===== src/rtl/plru8_victim_sel.sv =====
// plru8_victim_sel: per-set victim selector for an 8-way set-associative array.
// A fill takes an invalid way first (lowest index wins). Once every way in the set
// is valid, the victim comes from a 7-bit tree pseudo-LRU.
// Each set holds valid[7:0] and tree bits b[6:0]:
//   b0      : 0 -> ways 0-3,        1 -> ways 4-7
//   b1 / b2 : 0 -> lower pair,      1 -> upper pair   (b1 for ways 0-3, b2 for ways 4-7)
//   b3..b6  : 0 -> even way,        1 -> odd way      (pairs 01, 23, 45, 67)
// victim_way / victim_valid feed the way write-enable decoder directly.
`timescale 1ns/1ps

module plru8_victim_sel #(
  parameter  int NUM_SETS = 8,
  localparam int SET_W    = $clog2(NUM_SETS)
) (
  input  logic             clk,
  input  logic             rst_n,
  input  logic             touch,
  input  logic [SET_W-1:0] touch_set,
  input  logic [2:0]       touch_way,
  input  logic             alloc_req,
  input  logic [SET_W-1:0] alloc_set,
  input  logic             flush,
  output logic [2:0]       victim_way,
  output logic             victim_valid
);

  logic [NUM_SETS-1:0][7:0] valid_q, valid_d;
  logic [NUM_SETS-1:0][6:0] tree_q,  tree_d;
  logic [2:0]               victim_c;
  logic                     victim_valid_q;
  logic [2:0]               victim_way_q;
  logic                     fire;

  // Lowest-index invalid way; if every way is valid, walk the tree from b0.
  function automatic logic [2:0] pick_victim(input logic [7:0] v, input logic [6:0] b);
    logic [2:0] w;
    logic       found;
    w     = '0;
    found = 1'b0;
    for (int i = 0; i < 8; i++) begin
      if (!found && !v[i]) begin
        w     = 3'(i);
        found = 1'b1;
      end
    end
    if (!found) begin
      w[2] = b[0];
      w[1] = w[2] ? b[2] : b[1];
      w[0] = b[3 + int'(w[2:1])];
    end
    return w;
  endfunction

  // Make way w most recently used: every bit on its path points away from it.
  function automatic logic [6:0] mru_update(input logic [6:0] b, input logic [2:0] w);
    logic [6:0] t;
    t    = b;
    t[0] = ~w[2];
    if (w[2]) t[2] = ~w[1];
    else      t[1] = ~w[1];
    t[3 + int'(w[2:1])] = ~w[0];
    return t;
  endfunction

  assign fire = alloc_req && !flush;

  // Victim for this cycle's fill, chosen from the registered state of alloc_set.
  always_comb begin
    victim_c = pick_victim(valid_q[alloc_set], tree_q[alloc_set]);
  end

  // Next state of all sets. The touch update is applied first and the alloc
  // update second, so on a shared set the alloc wins every overlapping tree bit.
  always_comb begin
    // NOTE: every always_comb output gets a default first, so no path infers a latch.
    valid_d = valid_q;
    tree_d  = tree_q;
    if (flush) begin
      valid_d = '0;
      tree_d  = '0;
    end else begin
      if (touch) begin
        tree_d[touch_set] = mru_update(tree_d[touch_set], touch_way);
      end
      if (alloc_req) begin
        valid_d[alloc_set][victim_c] = 1'b1;
        tree_d[alloc_set]            = mru_update(tree_d[alloc_set], victim_c);
      end
    end
  end

  // State and output registers. victim_way holds between pulses.
  always_ff @(posedge clk or negedge rst_n) begin
    if (!rst_n) begin
      // NOTE: the per-set state is a small flop array, not RAM, and must come out of
      // reset cleared, so it sits on the async reset like every other register here.
      valid_q        <= '0;
      tree_q         <= '0;
      victim_valid_q <= 1'b0;
      victim_way_q   <= '0;
    end else begin
      // NOTE: non-blocking assignments, so each register samples pre-edge values.
      valid_q        <= valid_d;
      tree_q         <= tree_d;
      victim_valid_q <= fire;
      if (fire) begin
        victim_way_q <= victim_c;
      end
    end
  end

  assign victim_way   = victim_way_q;
  assign victim_valid = victim_valid_q;

endmodule


===== config.mk =====
export PLATFORM = sky130hd
export DESIGN_NAME = plru8_victim_sel
export DESIGN_NICKNAME = d
export VERILOG_FILES = /design/src/rtl/plru8_victim_sel.sv
export SDC_FILE = /design/constraint.sdc
export NUM_CORES = 1
export LEC_CHECK = 0
export CORE_MARGIN = 2
export CORE_UTILIZATION = 45
export DETAILED_ROUTE_END_ITERATION = 16
export GPL_TIMING_DRIVEN = 0
export PLACE_DENSITY = 0.7
export SYNTH_ARGS = -nofsm -noshare
export SYNTH_HDL_FRONTEND = slang
export SYNTH_SLANG_ARGS = --single-unit

===== constraint.sdc =====
create_clock -name clk -period 3.95 [get_ports clk]
set_clock_uncertainty 0.15 [all_clocks]
set_input_delay 0.9875 -clock clk [delete_from_list [all_inputs] [get_ports clk]]
set_output_delay 0.9875 -clock clk [all_outputs]
set_load 0.03 [all_outputs]

## Word-level counts from Yosys, hierarchy flattened

Cells that the tools add are included.

| storage, ports and cells | value |
|---|---|
| register bits | 124 |
| bits in latches | 0 |
| bits in writable memories | 0 |
| memory bits (read-only) | 0 |
| input port bits | 14 |
| word-level logic and storage cells | 129 |
| memories | 0 |

| operators by class | value |
|---|---|
| $add $sub $neg | 3 |
| $mul | 0 |
| divide/modulo/power cells | 0 |
| $lt $le $gt $ge | 11 |
| equality and inequality tests | 0 |
| shift-type cells | 0 |
| muxes and demuxes | 62 |
| bitwise logic cells | 7 |
| reduce and logical (&&, ||, !) cells | 28 |

Operators by type and width:

| operator | count |
|---|---|
| two-way mux 56 bit | 4 |
| two-way mux 64 bit | 2 |
| bitwise mux 56 bit | 2 |
| bitwise OR 64 bit | 1 |
| binary-select mux 7 bit (select 3 bit) | 3 |
| demux 7 bit (select 3 bit) | 2 |
| two-way mux 7 bit | 5 |
| two-way mux 1 bit | 27 |
| binary-select mux 8 bit (select 3 bit) | 1 |
| demux 8 bit (select 3 bit) | 1 |
| < comparator 3 x 4 -> 1 bit (second input constant) | 6 |
| two-way mux 3 bit | 6 |
| two-way mux 8 bit | 2 |
| greater-or-equal comparator 3 x 1 -> 1 bit (second input constant) | 5 |
| bitwise mux 7 bit | 2 |
| logical NOT 1 bit | 14 |
| logical AND 1 bit | 13 |
| adder 2 x 2 -> 3 bit (first input constant) | 3 |
| demux 1 bit (select 3 bit) | 3 |
| NOT 1 bit | 6 |
| binary-select mux 1 bit (select 3 bit) | 1 |
| two-way mux 2 bit | 1 |
| nonzero test 2 bit | 1 |

## Logic depth before layout (Yosys ltp)

| depth | value |
|---|---|
| word-level depth | 33 |
| mapped depth | 19 |
| gate-level depth less buffers | 15 |

## Worst setup path before layout

OpenSTA, ideal clock, no wires.

| path | value |
|---|---|
| path type | input to register |
| start | in alloc_set[0] |
| end | reg tree_q[29] (netlist name) |
| setup time | 84 ps |
| arrival time | 4253 ps |
| setup slack | -537 ps |
| cell stages on the path | 16 |
| path buffers | 4 |
| cells stage by stage | buf_4 -> buf_6 -> buf_2 -> or3b_2 -> a21oi_1 -> o21ai_0 -> or3_1 -> o211a_1 -> inv_1 -> ha_1 -> clkbuf_1 -> nor2b_1 -> nor3b_1 -> o2111ai_1 -> o2111ai_1 -> o22ai_1 |

RTL lines:

| element | RTL line | source |
|---|---|---|
| from (decl) | 21 | `input logic [SET_W-1:0] alloc_set,` |
| to (signal assigned) | 104 | `tree_q <= tree_d;` |
| to (decl) | 28 | `logic [NUM_SETS-1:0][6:0] tree_q, tree_d;` |

==> results_dict.tcl <==
set metrics [dict create \
    ys.flop_type "dfrtp_1" \
    finalNonFillerCells 1194 \
    reg2reg_to "tree_q[33]" \
    reg2reg_depth 13 \
    cts_tree "yes" \
    diodes 0 \
    cts.clk_slew.worst_paths_ns 0.06 \
    wl_per_cell_um 28.3 \
    power_density_nw_per_um2 369 \
    drt_iter0_drc 1304 \
    final_hold_viol_count 0 \
    netlist_area_sq_um 8000 \
    grt_pass1_wl_um 49900 \
    whs_ns 0.287 \
    cts.root.buffer_cell "clkbuf_16" \
    synth_simple_gate_area_share_pct 18.8 \
    async_flop_share_pct 100 \
    vias 8416 \
    yosys_warnings 0 \
    num_io_pins 18 \
    rsz0062_at_grt "yes" \
    totalWireLength_um 33800 \
    syn_inst 889 \
    finalCriticalPeriod_ns 3.99 \
    drive_gt1_share_pct 23.4 \
    cp-end-kind "flip-flop" \
    final_antenna_net_count 0 \
    io_buffers 13 \
    path_max_fanout 8 \
    layout_setup_ws_ns -0.0410 \
    synth-compound-area-share_pct 24.1 \
    nNetsFinal 982 \
    grt_antenna_before_repair 0 \
    htreeDepth 4 \
    timing.fmax_mhz 251 \
    drc 0 \
    cts_sinks 124 \
    slew_viol_final 0 \
    synth_top_family_by_area "compound AO/OA/AOI/OAI gates" \
    holdCritPathClass "in -> async" \
    worst_slew_pin_slew_ns 0.905 \
    critPathKind "in -> reg" \
    timing.final.crit_share_pct 101 \
    drtPass1Iterations 10 \
    dieArea_sq_um 18900 \
    grt_overflow 0 \
    setup_viol 18 \
    cp-startpoint "alloc_set[1]" \
    synthAdderAreaFrac_pct 1.88 \
    cts_hold_buf 0 \
    die_x_um 137 \
    p_leak_nw 4.12 \
    clk_latency_ns 0.44 \
    viasPerCell 7.05 \
    synth_area_per_cell_sq_um 9.00 \
    relSlewSlack_pct 39.7 \
    vdd_drop_max_uv 337 \
    reg2reg_from "valid_q[48]" \
    synth-seq-area-share_pct 38.8 \
    dp_hpwl_um 23000 \
    area_growth_pct 25.5 \
    dp_cells 1128 \
    outcome "finished, violations left" \
    cts_buffer_depth 2 \
    grt_pass1_vias 7832 \
    fin_tns_setup_ns -0.340 \
    cap_violations 0 \
    globalplace.congestion 1.07 \
    row_count 48 \
    grt_max_degree 90 \
    ys_types 78 \
    rrSetupSlack_ns 0.38 \
    die_h_um 137 \
    synth-seq-cells 124 \
    cts_buffers 17 \
    synth_edf_count 0 \
    failed_checks "negative setup slack" \
    start_util_pct 46.1 \
    worstPathArrival_ns 4.20 \
    crit_path_start_kind "primary input" \
    worstPathRequired_ns 4.16 \
    synth.area.mux_share_pct 11.1 \
    cp-endpoint "tree_q[10]" \
    power_w 0.00371 \
    synth_xor_area_share_pct 0.109 \
    grt_usage_pct 36.6 \
    syn-num-nets 915 \
    core-area_sq_um 17400 \
]
==> worst max-delay path, cell delays in order <==
cell       delay (ns)
buf_6            0.12
bufbuf_16        0.28
nor2_4           0.19
a221oi_1         0.14
o22a_1           0.25
or4_4            0.55
nand2b_4         0.19
ha_4             0.20
nor2_4           0.11
o41ai_2          0.08
a221oi_1         0.21
o2111ai_1        0.17
a221o_1          0.31
nor2_2           0.15
a31oi_4          0.08
o21ai_2          0.17
==> Yosys cell counts (4+ instances only) <==
library cell / number / area share (%)
a211o_1: 4 / 0.44
a211oi_1: 41 / 3.8
a21o_1: 4 / 0.38
a21oi_1: 20 / 1.3
a221oi_1: 17 / 1.9
a22oi_1: 6 / 0.56
a31oi_1: 67 / 5.2
and2_1: 8 / 0.63
and3_1: 8 / 0.63
buf_1: 7 / 0.33
buf_2: 12 / 0.75
clkbuf_1: 62 / 2.9
dfrtp_1: 124 / 39
ha_1: 12 / 1.9
inv_1: 12 / 0.56
mux2_2: 14 / 2.0
mux2i_1: 24 / 3.0
mux4_2: 21 / 5.9
nand2_1: 93 / 4.4
nand3_1: 29 / 1.8
nand4b_1: 4 / 0.44
nand4bb_1: 4 / 0.56
nor2_1: 111 / 5.2
nor2b_1: 13 / 1.0
nor3_1: 10 / 0.63
o2111ai_1: 4 / 0.44
o21ai_0: 30 / 1.9
o21ai_1: 17 / 1.1
o22a_1: 4 / 0.44
o22ai_1: 11 / 0.86
o31ai_1: 12 / 1.1
or3_1: 8 / 0.63
==> worst min path at each step <==
| stage | depth (start not counted) | slack, ns | from | end |
|---|---|---|---|---|
| floorplan | 2 | 0.30 | valid_q[14] | valid_q[14] |
| global placement | 2 | 0.31 | victim_way[0] | victim_way[0] |
| detailed placement | 2 | 0.32 | victim_way[0] | victim_way[0] |
| CTS | 1 | 0.30 | rst_n | tree_q[37] |
| global route | 1 | 0.31 | rst_n | tree_q[37] |
| finish | 1 | 0.29 | rst_n | tree_q[37] |
==> cell usage in the layout, fill, tap and decap left out, types with 4 or more instances in the layout <==
cell             Yosys  routed
and3_1               8       8
ha_1                12       9
a211oi_1            41      31
a221oi_1            17      14
o21ai_1             17      21
o22ai_1             11       8
or3_1                8       8
buf_2               12       6
o31ai_1             12      12
a211o_1              4       4
nor2_1             111     106
nand2_1             93      92
dfrtp_1            124     124
mux2i_1             24      20
buf_1                7       5
buf_12               0       7
clkdlybuf4s50_1      0      10
and2_1               8       6
o21ai_0             30      23
nor3_1              10       9
clkbuf_2             0      12
a31oi_1             67      65
inv_1               12      11
buf_4                3      35
buf_6                2       7
clkbuf_4             0       4
o22a_1               4       4
nand3_1             29      28
a211oi_2             0      10
nand4b_1             4       4
a21oi_1             20      19
mux2_2              14      14
inv_6                0       5
mux4_2              21      21
buf_8                0       4
clkbuf_1            62      41
clkbuf_16            0      17
nor2b_1             13       7
a22oi_1              6       5
==> per-layer routing <==
layer	share of wire (%)	up-vias	GRT usage [%]
met5	0	-	0
met4	7.0	0	21.3
met3	12	193	11.0
met2	43	670	52.5
met1	39	4060	49.0
li1	-	3493	-
==> per-stage QoR <==
step,instance area (sq um),worst slack (ns),utilization [%]
2_1_floorplan,8140,-0.181,-
3_3_place_gp,8550,-3.25,49.3
3_5_place_dp,8580,-1.60,49.4
4_1_cts,9670,-0.0259,55.7
5_1_grt,10000,-0.167,57.9
6_report,10000,-0.0410,57.9
==> power by group <==
part | internal (W) | leakage [nW] | switching [W]
combinational | 0.000236 | 2.10 | 0.000414
sequential | 0.00130 | 1.72 | 0.0000333
clock | 0.00102 | 0.301 | 0.000705
==> layout make-up <==
type                            count  area (sq um)
Buffer                             82           490
Clock buffer                       17           425
Sequential cell                   124          3100
Multi-Input combinational cell    664          4970
Tap cell                          225           282
Inverter                           15          58.8
Timing Repair Buffer               52           518
Fill cell                        1512          7310
Clock inverter                     15           200
==> cell families after synthesis <==
kind of cell / after synthesis
compound gates: 276
xor+xnor: 1
fa+ha+maj: 12
buf+inv: 101
flops: 124
mux: 60
simple gates: 315
==> registers in the layout, indices dropped and copies added, names as in the netlist <==
name and count:
valid_q 64, victim_valid 1, tree_q 56, victim_way 3
==> what timing repair did <==
action / 4_1_cts / 5_1_grt
gates resized for setup: 84 / 57
endpoints found under the setup margin: 121 / 108
pin swaps: 27 / 25
buffers inserted: 20 / 17
cloned: 1 / 0
(Power assumes the default switching activity.)
